## config.mk

```make
export PLATFORM = sky130hd
export DESIGN_NAME = snn_timestep_scheduler_flat
export DESIGN_NICKNAME = d
export VERILOG_FILES = /design/src/rtl/snn_pkg.sv /design/src/rtl/snn_timestep_scheduler_if.sv /design/src/rtl/spike_counter_bank.sv /design/src/rtl/snn_timestep_scheduler.sv /design/src/flat_wrapper.sv
export SDC_FILE = /design/constraint.sdc
export NUM_CORES = 1
export LEC_CHECK = 0
export ABC_AREA = 1
export BUFFER_PORTS_ARGS = -buffer_cell sky130_fd_sc_hd__buf_2
export CORE_ASPECT_RATIO = 1.25
export CORE_MARGIN = 10
export CORE_UTILIZATION = 38
export CTS_CLUSTER_DIAMETER = 50
export CTS_CLUSTER_SIZE = 16
export DETAILED_ROUTE_END_ITERATION = 12
export GPL_ROUTABILITY_DRIVEN = 1
export HOLD_SLACK_MARGIN = 0.02
export PLACE_DENSITY = 0.73
export SYNTH_ARGS = -nofsm -noshare
export SYNTH_HDL_FRONTEND = slang
export SYNTH_HIERARCHICAL = 1
export SYNTH_SLANG_ARGS = --single-unit
```

## constraint.sdc

```tcl
create_clock -name clk -period 2.11 [get_ports clk]
set_input_delay 0.3165 -clock clk [delete_from_list [all_inputs] [get_ports clk]]
set_output_delay 0.3165 -clock clk [all_outputs]
set_load 0.05 [all_outputs]
```

## src/rtl/snn_pkg.sv

```systemverilog
// Shared types and helpers for the two-layer spiking classifier sequencer.
package snn_pkg;

  typedef enum logic [3:0] {
    StIdle,
    StClear,
    StWaitIn,
    StL1Go,
    StL1Wait,
    StL2Go,
    StL2Wait,
    StAccum,
    StArgmax,
    StReport
  } state_e;

  localparam int unsigned TStepsDefault = 25;
  localparam int unsigned CntWDefault   = 8;

  // Index width that never collapses to zero bits for tiny counts.
  function automatic int unsigned IDX_W(input int unsigned n);
    return (n <= 2) ? 1 : $clog2(n);
  endfunction

endpackage

```

## src/rtl/snn_timestep_scheduler_if.sv

```systemverilog
// Input spike frame stream between the host/encoder and the scheduler.
interface snn_timestep_scheduler_if #(
  parameter int unsigned N_IN = 30
) ();

  logic            in_valid;
  logic            in_ready;
  logic [N_IN-1:0] in_bits;

  modport master (
    output in_valid,
    output in_bits,
    input  in_ready
  );

  modport slave (
    input  in_valid,
    input  in_bits,
    output in_ready
  );

endinterface

```

## src/rtl/spike_counter_bank.sv

```systemverilog
// Per-class saturating spike counters with clear, frame increment and flat output.
module spike_counter_bank #(
  parameter int unsigned N_OUT = 10,
  parameter int unsigned CNT_W = 8
) (
  input  logic                   clk_i,
  input  logic                   rst_i,
  input  logic                   clr_i,
  input  logic                   inc_i,
  input  logic [N_OUT-1:0]       frame_i,
  output logic [N_OUT*CNT_W-1:0] counts_o
);

  logic [N_OUT-1:0][CNT_W-1:0] cnt_q, cnt_d;

  always_comb begin
    cnt_d = cnt_q;
    if (clr_i) begin
      cnt_d = '0;
    end else if (inc_i) begin
      for (int k = 0; k < N_OUT; k++) begin
        if (frame_i[k] && (cnt_q[k] != {CNT_W{1'b1}})) begin
          cnt_d[k] = cnt_q[k] + CNT_W'(1);
        end
      end
    end
  end

  always_ff @(posedge clk_i) begin
    if (rst_i) begin
      cnt_q <= '0;
    end else begin
      cnt_q <= cnt_d;
    end
  end

  assign counts_o = cnt_q;

endmodule

```

## src/rtl/snn_timestep_scheduler.sv

```systemverilog
// Sequences frame intake, serialized layer-1/layer-2 engine runs, spike counting and
// a one-class-per-cycle arg-max scan for a two-layer spiking classifier.
module snn_timestep_scheduler
  import snn_pkg::*;
#(
  parameter int unsigned N_IN    = 30,
  parameter int unsigned N_HID   = 30,
  parameter int unsigned N_OUT   = 10,
  parameter int unsigned T_STEPS = TStepsDefault,
  parameter int unsigned CNT_W   = CntWDefault
) (
  input  logic                         clk,
  input  logic                         rst,
  input  logic                         run,
  output logic                         busy,
  snn_timestep_scheduler_if.slave      in_if,
  output logic                         eng_clr,
  output logic                         l1_start,
  output logic [N_IN-1:0]              l1_spikes_in,
  input  logic                         l1_done,
  input  logic [N_HID-1:0]             l1_spikes_out,
  output logic                         l2_start,
  output logic [N_HID-1:0]             l2_spikes_in,
  input  logic                         l2_done,
  input  logic [N_OUT-1:0]             l2_spikes_out,
  output logic [IDX_W(N_OUT)-1:0]      class_idx,
  output logic                         class_valid,
  output logic [N_OUT*CNT_W-1:0]       spike_counts
);

  localparam int unsigned IdxW  = IDX_W(N_OUT);
  localparam int unsigned StepW = IDX_W(T_STEPS);
  localparam logic [StepW-1:0] LastStep = StepW'(T_STEPS - 1);
  localparam logic [IdxW-1:0]  LastIdx  = IdxW'(N_OUT - 1);

  state_e state_q, state_d;
  logic   busy_q, in_ready_q, eng_clr_q, l1_start_q, l2_start_q, class_valid_q;

  logic [N_IN-1:0]  l1_in_q;
  logic [N_HID-1:0] l2_in_q;
  logic [N_OUT-1:0] frame_q;
  logic [StepW-1:0] step_q;
  logic [IdxW-1:0]  scan_q, best_idx_q, class_idx_q, win_idx;
  logic [CNT_W-1:0] best_q, cur_cnt, win_cnt;

  logic [N_OUT-1:0][CNT_W-1:0] counts_2d;

  always_comb begin
    state_d = state_q;
    unique case (state_q)
      StIdle:   if (run) state_d = StClear;
      StClear:  state_d = StWaitIn;
      StWaitIn: if (in_if.in_valid) state_d = StL1Go;
      StL1Go:   state_d = StL1Wait;
      StL1Wait: if (l1_done) state_d = StL2Go;
      StL2Go:   state_d = StL2Wait;
      StL2Wait: if (l2_done) state_d = StAccum;
      StAccum:  state_d = (step_q == LastStep) ? StArgmax : StWaitIn;
      StArgmax: if (scan_q == LastIdx) state_d = StReport;
      StReport: state_d = StIdle;
      default:  state_d = StIdle;
    endcase
  end

  // Outputs are decoded from the next state so they are registered yet aligned with it.
  always_ff @(posedge clk) begin
    if (rst) begin
      state_q       <= StIdle;
      busy_q        <= 1'b0;
      in_ready_q    <= 1'b0;
      eng_clr_q     <= 1'b0;
      l1_start_q    <= 1'b0;
      l2_start_q    <= 1'b0;
      class_valid_q <= 1'b0;
    end else begin
      state_q       <= state_d;
      busy_q        <= (state_d != StIdle) && (state_d != StReport);
      in_ready_q    <= (state_d == StWaitIn);
      eng_clr_q     <= (state_d == StClear);
      l1_start_q    <= (state_d == StL1Go);
      l2_start_q    <= (state_d == StL2Go);
      class_valid_q <= (state_d == StReport);
    end
  end

  assign counts_2d = spike_counts;
  assign cur_cnt   = counts_2d[scan_q];
  // Strict compare keeps the earliest index on ties.
  assign win_idx   = (cur_cnt > best_q) ? scan_q  : best_idx_q;
  assign win_cnt   = (cur_cnt > best_q) ? cur_cnt : best_q;

  always_ff @(posedge clk) begin
    if (rst) begin
      l1_in_q     <= '0;
      l2_in_q     <= '0;
      frame_q     <= '0;
      step_q      <= '0;
      scan_q      <= '0;
      best_q      <= '0;
      best_idx_q  <= '0;
      class_idx_q <= '0;
    end else begin
      case (state_q)
        StClear: begin
          step_q      <= '0;
          class_idx_q <= '0;
        end
        StWaitIn: if (in_if.in_valid) l1_in_q <= in_if.in_bits;
        StL1Wait: if (l1_done) l2_in_q <= l1_spikes_out;
        StL2Wait: if (l2_done) frame_q <= l2_spikes_out;
        StAccum: begin
          if (step_q == LastStep) begin
            scan_q     <= '0;
            best_q     <= '0;
            best_idx_q <= '0;
          end else begin
            step_q <= step_q + StepW'(1);
          end
        end
        StArgmax: begin
          best_q     <= win_cnt;
          best_idx_q <= win_idx;
          if (scan_q == LastIdx) begin
            class_idx_q <= win_idx;
          end else begin
            scan_q <= scan_q + IdxW'(1);
          end
        end
        default: ;
      endcase
    end
  end

  spike_counter_bank #(
    .N_OUT (N_OUT),
    .CNT_W (CNT_W)
  ) u_counters (
    .clk_i    (clk),
    .rst_i    (rst),
    .clr_i    (state_q == StClear),
    .inc_i    (state_q == StAccum),
    .frame_i  (frame_q),
    .counts_o (spike_counts)
  );

  assign busy           = busy_q;
  assign in_if.in_ready = in_ready_q;
  assign eng_clr        = eng_clr_q;
  assign l1_start       = l1_start_q;
  assign l1_spikes_in   = l1_in_q;
  assign l2_start       = l2_start_q;
  assign l2_spikes_in   = l2_in_q;
  assign class_idx      = class_idx_q;
  assign class_valid    = class_valid_q;

endmodule

```

## src/flat_wrapper.sv

```systemverilog
// flat-port wrapper written by rule: the top's interface ports become plain ports
module snn_timestep_scheduler_flat import snn_pkg::*;
#(
  parameter int unsigned N_IN    = 30,
  parameter int unsigned N_HID   = 30,
  parameter int unsigned N_OUT   = 10,
  parameter int unsigned T_STEPS = TStepsDefault,
  parameter int unsigned CNT_W   = CntWDefault
)
  (clk, rst, run, busy, eng_clr, l1_start, l1_spikes_in, l1_done, l1_spikes_out, l2_start, l2_spikes_in, l2_done, l2_spikes_out, class_idx, class_valid, spike_counts, in_if_in_valid, in_if_in_bits, in_if_in_ready);
  snn_timestep_scheduler_if #(.N_IN(N_IN)) in_if_i ();
  input  logic clk;
  input  logic rst;
  input  logic run;
  output logic busy;
  output logic eng_clr;
  output logic l1_start;
  output logic [N_IN-1:0] l1_spikes_in;
  input  logic l1_done;
  input  logic [N_HID-1:0] l1_spikes_out;
  output logic l2_start;
  output logic [N_HID-1:0] l2_spikes_in;
  input  logic l2_done;
  input  logic [N_OUT-1:0] l2_spikes_out;
  output logic [IDX_W(N_OUT)-1:0] class_idx;
  output logic class_valid;
  output logic [N_OUT*CNT_W-1:0] spike_counts;
  input wire logic [$bits(in_if_i.in_valid)-1:0] in_if_in_valid;
  input wire logic [$bits(in_if_i.in_bits)-1:0] in_if_in_bits;
  output wire logic [$bits(in_if_i.in_ready)-1:0] in_if_in_ready;
  assign in_if_i.in_valid = in_if_in_valid;
  assign in_if_i.in_bits = in_if_in_bits;
  assign in_if_in_ready = in_if_i.in_ready;
  snn_timestep_scheduler #(.N_IN(N_IN), .N_HID(N_HID), .N_OUT(N_OUT), .T_STEPS(T_STEPS), .CNT_W(CNT_W)) u_core (.clk(clk), .rst(rst), .run(run), .busy(busy), .in_if(in_if_i), .eng_clr(eng_clr), .l1_start(l1_start), .l1_spikes_in(l1_spikes_in), .l1_done(l1_done), .l1_spikes_out(l1_spikes_out), .l2_start(l2_start), .l2_spikes_in(l2_spikes_in), .l2_done(l2_done), .l2_spikes_out(l2_spikes_out), .class_idx(class_idx), .class_valid(class_valid), .spike_counts(spike_counts));
endmodule
```

## Yosys cells after proc, flatten, opt, wreduce, memory -nomap -nowiden

Cells that the tools add are included.

- Register bits: 185
- Bits of input ports: 76
- Output and inout port bits: 150
- Word-level logic and storage cells: 126

- Add/subtract/negate cells: 12
- $lt $le $gt $ge: 2
- Eq/ne operators: 31
- Muxes and demuxes: 21
- Reduce and logical (&&, ||, !) cells: 35

Operators by type and width:

| operator | count |
|---|---|
| adder 8 x 1 -> 8 bit, second input constant | 10 |
| inequality test 8 bit, second input constant | 10 |
| 2-to-1 mux 4 bit | 10 |
| case mux 4 bit (9 select lines) | 1 |
| binary-select mux 8 bit (select 4 bit) | 1 |
| AND reduction 2 bit | 16 |
| 2-to-1 mux 8 bit | 3 |
| case mux 4 bit (2 select lines) | 3 |
| equality test 4 x 3 -> 1 bit, second input constant | 5 |
| equality test 4 x 2 -> 1 bit, second input constant | 4 |
| case mux 8 bit (2 select lines) | 1 |
| equality test 4 bit, second input constant | 3 |
| logical AND 1 bit | 11 |
| case mux 5 bit (2 select lines) | 1 |
| equality test 4 x 1 -> 1 bit, second input constant | 2 |
| greater-than comparator 8 bit | 1 |
| inequality test 2 x 1 -> 1 bit, second input constant | 3 |
| AND reduction 3 bit | 2 |
| nonzero test 2 bit | 3 |
| adder 5 x 1 -> 5 bit, second input constant | 1 |
| equality test 5 bit, second input constant | 1 |
| less-than comparator 4 x 5 -> 1 bit, second input constant | 1 |
| 2-to-1 mux 5 bit | 1 |
| adder 4 x 1 -> 4 bit, second input constant | 1 |
| other kinds (5) | 6 |

## Longest topological paths before layout

- Depth after elaboration: 6
- Gate-level depth with buffers: 22
- Depth with buffers taken out: 20

## Hierarchy

The synthesis kept the hierarchy.

By module, submodules not included:

| module | times used | cells an instance | area an instance (µm²) | seq. area each (µm²) |
|---|---|---|---|---|
| snn_timestep_scheduler | 1 | 718 | 4,963.5 | 2,102.0 |
| spike_counter_bank | 1 | 706 | 4,354.2 | 1,601.5 |

## Worst setup path before layout

No wires, ideal clock.

- Kind: register -> register
- Start: reg u_core.u_counters.cnt_q, in the netlist u_core/u_counters/counts_o[21]
- End: reg u_core.best_q[4]
- Library setup time: 0.071 ns
- Data arrival time: 2.174 ns
- Data required time: 2.039 ns
- Slack: -0.135 ns
- Stages on the path, launching flop included: 17
- Buffers on the path: 0
- Clock period less this slack: 2.245 ns
- Cells stage by stage: dfxtp_1 > nor2_1 > nor2_1 > o21ai_0 > nand3_1 > nand3_1 > nand2_1 > ha_1 > a21oi_1 > nor2_1 > nor2_1 > nand2_2 > nand2_2 > nand2_1 > nand2_2 > nand2_1 > a21oi_1

- Longest elaborated chain between the ends: 5

Ends and longest elaborated chain:

| item | RTL line | text |
|---|---|---|
| start: declaration | spike_counter_bank.sv:14 | `logic [N_OUT-1:0][CNT_W-1:0] cnt_q, cnt_d;` |
| start signal: assignment | spike_counter_bank.sv:33 | `cnt_q <= cnt_d;` |
| binary-select mux 8 bit (select 4 bit) | snn_timestep_scheduler.sv:87 | `assign cur_cnt = counts_2d[scan_q];` |
| 2-to-1 mux 8 bit (not written as such) | snn_timestep_scheduler.sv:87 |  |
| greater-than comparator 8 bit | snn_timestep_scheduler.sv:90 | `assign win_cnt = (cur_cnt > best_q) ? cur_cnt : best_q;` |
| inequality test 2 x 1 -> 1 bit (no source line) | n/a |  |
| AND reduction 3 bit (no source line) | n/a |  |
| end signal: assignment | snn_timestep_scheduler.sv:121 | `best_q <= win_cnt;` |
| end: declaration | snn_timestep_scheduler.sv:44 | `logic [CNT_W-1:0] best_q, cur_cnt, win_cnt;` |

Every way passes these cells. The select of a mux whose other input is x is not followed.
A chain may end at the register's enable or synchronous reset.

## Final worst setup path

- Start: reg u_core.scan_q[0]
- End: reg u_core.best_q[2]

- Longest elaborated chain between the ends: 5
- Elaborated cells on any way between the ends: 7
- Those cells by class: order compare: 1; eq/ne: 1; mux: 4; reduce/logical: 1

Ends and longest elaborated chain:

| item | RTL line | text |
|---|---|---|
| start: declaration | snn_timestep_scheduler.sv:43 | `logic [IdxW-1:0] scan_q, best_idx_q, class_idx_q, win_idx;` |
| start signal: assignment | snn_timestep_scheduler.sv:126 | `scan_q <= scan_q + IdxW'(1);` |
| binary-select mux 8 bit (select 4 bit) (*) | snn_timestep_scheduler.sv:87 |  |
| 2-to-1 mux 8 bit (not written as such) (*) | snn_timestep_scheduler.sv:87 |  |
| greater-than comparator 8 bit | snn_timestep_scheduler.sv:90 |  |
| inequality test 2 x 1 -> 1 bit (no source line) | n/a |  |
| AND reduction 3 bit (no source line) | n/a |  |

Every way passes the cells marked *; elsewhere a longest branch is shown, timed or not. The select of a mux whose other input is x is not followed.

==> key figures <==
Run status
  – Status: finished, violations left
  – Failing checks: negative setup slack

Power
  – Pwr per Cell Area: 598 nW/um^2
  – Sw Pwr: 2.11 mW
  – Reg power frac: 48.4%
  – Internal: 5.34 mW
  – Leak: 5.94 nW
  – Clock Power Share: 41.2%
  – Part of the power in combinational logic: 10.4%
  – Final Power: 7.45 mW
  – Sw Share: 28.3%
  – Maximum vdd drop: 0.521 mV

GRT
  – GR Overflow Total: 0
  – Largest net degree at the start of global routing: 81
  – Initial antenna violation count: 0
  – First-pass GRT wire length: 47,000 microns
  – Vias in the first global route: 9,430
  – Overall Global Routing Usage: 18.2%

Critical path
  – Critical setup path kind: reg2reg
  – Crit-path max FO: 8
  – Startpoint Class: flop
  – Slowest stage cell on the critical path: dfxtp_4
  – Most used cell, CP: nand2_1
  – CP required: 2.48 ns
  – Critical R2R Launch: u_core/scan_q[0]
  – Crit Reg-Reg Endpoint: u_core/best_q[2]
  – CP Cell Sequence: buf_12, nor2_2, nor2_1, o21ai_1, nand3_1, nand3_1, nand2_1, ha_1, nand2_1, nor2_4, nand2_1, nand2_2, nand2_4, nor2_4, nand2_2, a21oi_2
  – Worst r2r path cells: 16
  – FF-to-FF setup slack: -0.35 ns
  – CP endpoint kind: flop
  – Slowest cell delay on critical path: 0.41 ns
  – CP Data Arrival Time: 2.83 ns

Timing
  – Hold Vio Cnt, Final: 0
  – Slew headroom: 63.7%
  – Final Setup Violations: 16
  – Setup ws final: -0.353 ns
  – Worst-margin pin slew: 0.544 ns
  – Final Cycle Share: 117%
  – Max Clock Skew: 0.00960 ns
  – RSZ-0062 raised after global routing: true
  – Fmax: 406 MHz
  – WHS: 0.119 ns
  – Final Critical Period: 2.46 ns
  – Pins over their slew limit: 0

Clock tree
  – Clock buffer depth: 2
  – CTS Sinks: 185
  – Clock buffer count from CTS: 17
  – H-tree levels: 4
  – CTS Hold Bufs: 0
  – Clock latency on the worst-skew pair: 0.44 ns
  – CTS tree: done
  – Clock root cell: clkbuf_16
  – Worst-path clk slew: 0.07 ns

Logic synthesis
  – Yosys cell types: 38
  – Syn Nets: 1,522
  – Async set-reset flop share out of synthesis: 0%
  – Ys Warns: 6
  – Post-synth top flop: dfxtp_1
  – Area of the mapped netlist: 9320 sq um
  – Synth Register Bits: 185
  – Seq/Total Area, Yosys: 39.7%
  – Synthesized area per cell: 6.54 sq um
  – EDFF count, synth: 0
  – Post-Synthesis Cells: 1,424

Finish
  – Fill count: 2,438
  – Diodes inserted: 0
  – Commonest non-fill, non-tap cells in the layout: nor2_1 (336), nand2_1 (281), buf_2 (225)
  – Nets: 1,832
  – Most common cell after layout, fill and taps aside: nor2_1
  – Final Instance Count excl. Fillers: 2,077
  – Finished Cell Area: 12,500 sq um
  – Layout cells sized above 1: 30.7%
  – Area delta synth->final: 33.8%

Min path
  – Hold Crit Class: in2reg
  – Worst Hold Endpoint: u_core/l2_spikes_in[13]
  – Hold Path Origin: l1_spikes_out[13]
  – Hold depth: 3

Detailed routing
  – Routed WL per cell: 14.4 microns
  – 1st-pass router iterations: 5
  – DR DRC count: 0
  – Number of vias per cell: 4.77
  – DR vias: 9,905
  – 1st-iter DRT viols: 610
  – DRT Wirelength: 29,800 microns
  – Final ANT Viol Nets: 0

Job
  – Max-cap violation count: 0

Floorplanning
  – Die Y-Extent: 195 microns
  – Rows: 64
  – Die area: 31,200 sq um
  – Core area: 24,300 sq um
  – IO Count: 226
  – Die Span X: 160 microns
  – Initial Util: 38.3%

Place
  – I/O Buffers: 225
  – Post-Place Cell Area: 11,600 sq um
  – GPL Wtd Cong: 0.963
  – Inst Count DP: 2,036
  – DP Wirelength: 22,500 microns
kinds of logic after synthesis:
kind of cell             count (synthesis)  share of synthesized area, %
AO/OA/AOI/OAI                          228                          12.6
flip-flops                             185                          39.7
buffers and inverters                  196                          8.58
adder cells (fa/ha/maj)                 22                          2.95
AND/OR/NAND/NOR                        793                          36.2
state kept, by name, indices dropped and copies added, names as in the netlist:
register and cells:
u_core/best_q 8, u_core/state_q 4, u_core/u_counters/counts_o 80, u_core/step_q 5, u_core/eng_clr 1, u_core/in_if.in_ready 1
u_core/l2_start 1, u_core/class_valid 1, u_core/best_idx_q 4, u_core/l2_spikes_in 30, u_core/busy 1, u_core/scan_q 4
u_core/frame_q 10, u_core/l1_start 1, u_core/class_idx 4, u_core/l1_spikes_in 30
power groups by stage:
| stage | clock network (mW) | logic [mW] | registers, mW |
|---|---|---|---|
| floorplan | 0 | 0.309 | 3.92 |
| global placement | 0 | 0.768 | 3.69 |
| detailed placement | 0 | 0.776 | 3.69 |
| CTS | 3.19 | 0.781 | 3.61 |
| global route | 3.32 | 0.851 | 3.62 |
| finish | 3.07 | 0.773 | 3.61 |
cell usage after synthesis (9+ instances only):
library cell	n	area (sq um)
a21oi_1	83	415
buf_2	16	80.1
clkbuf_1	21	78.8
dfxtp_1	185	3700
ha_1	22	275
inv_1	132	495
inv_2	11	41.3
nand2_1	293	1100
nand3_1	78	390
nand3_2	11	110
nor2_1	347	1300
nor2_2	25	156
o21ai_0	124	621
o21ai_1	14	70.1
or2_2	9	56.3
stage by stage:
stage	util (%)	setup TNS (ns)	setup slack (ns)
3_5_place_dp	47.6	-3.99	-0.313
3_3_place_gp	47.6	-2.94	-0.212
6_report	51.2	-4.72	-0.353
5_1_grt	51.2	-7.30	-0.525
2_1_floorplan	-	-0.137	-0.0173
4_1_cts	50.4	-3.21	-0.223
how the worst max path moves through the flow:
stage                     startpoint               end  slack [ns]  cells after the start
floorplan           u_core/scan_q[0]  u_core/best_q[4]       -0.02                     17
global placement    u_core/scan_q[0]  u_core/best_q[5]       -0.21                     15
detailed placement  u_core/scan_q[0]  u_core/best_q[2]       -0.31                     15
CTS                 u_core/scan_q[0]  u_core/best_q[2]       -0.22                     15
global route        u_core/scan_q[0]  u_core/best_q[5]       -0.53                     18
finish              u_core/scan_q[0]  u_core/best_q[2]       -0.35                     16
layout make-up:
type / instances / area, sq um / area share (%)
multi-input combinational: 1043 / 5060 / 40.6
sequential: 185 / 3750 / 30.1
timing repair buffer: 341 / 2120 / 17.0
inverter: 146 / 563 / 4.52
clock buffer: 18 / 429 / 3.44
tap: 330 / 413 / 3.31
clock inverter: 14 / 133 / 1.06
what timing repair did:
item,in CTS,in global routing
gates resized for setup,18,56
setup buffers,2,6
pin swaps,18,35
cloned,1,1
endpoints found under the setup margin,16,35
worst max-delay path, delay by kind of cell (launching register included):
kind | cells | cell delay, ns
AO/OA/AOI/OAI | 2 | 0.22
adder cells (fa/ha/maj) | 1 | 0.27
buffers and inverters | 1 | 0.16
flip-flops | 1 | 0.41
AND/OR/NAND/NOR | 12 | 1.36
metal layers:
metal / part of all wire (%) / GRT usage [%] / wire length, microns / up-vias
met2: 49 / 32.0 / 14600 / 325
met1: 40 / 19.9 / 12000 / 4417
met4: 2.4 / 6.23 / 719 / 0
met3: 8.6 / 6.52 / 2560 / 45
met5: 0 / 0 / 0 / -
li1: - / - / - / 5118
No activity file was read; power rests on OpenSTA's default activity.
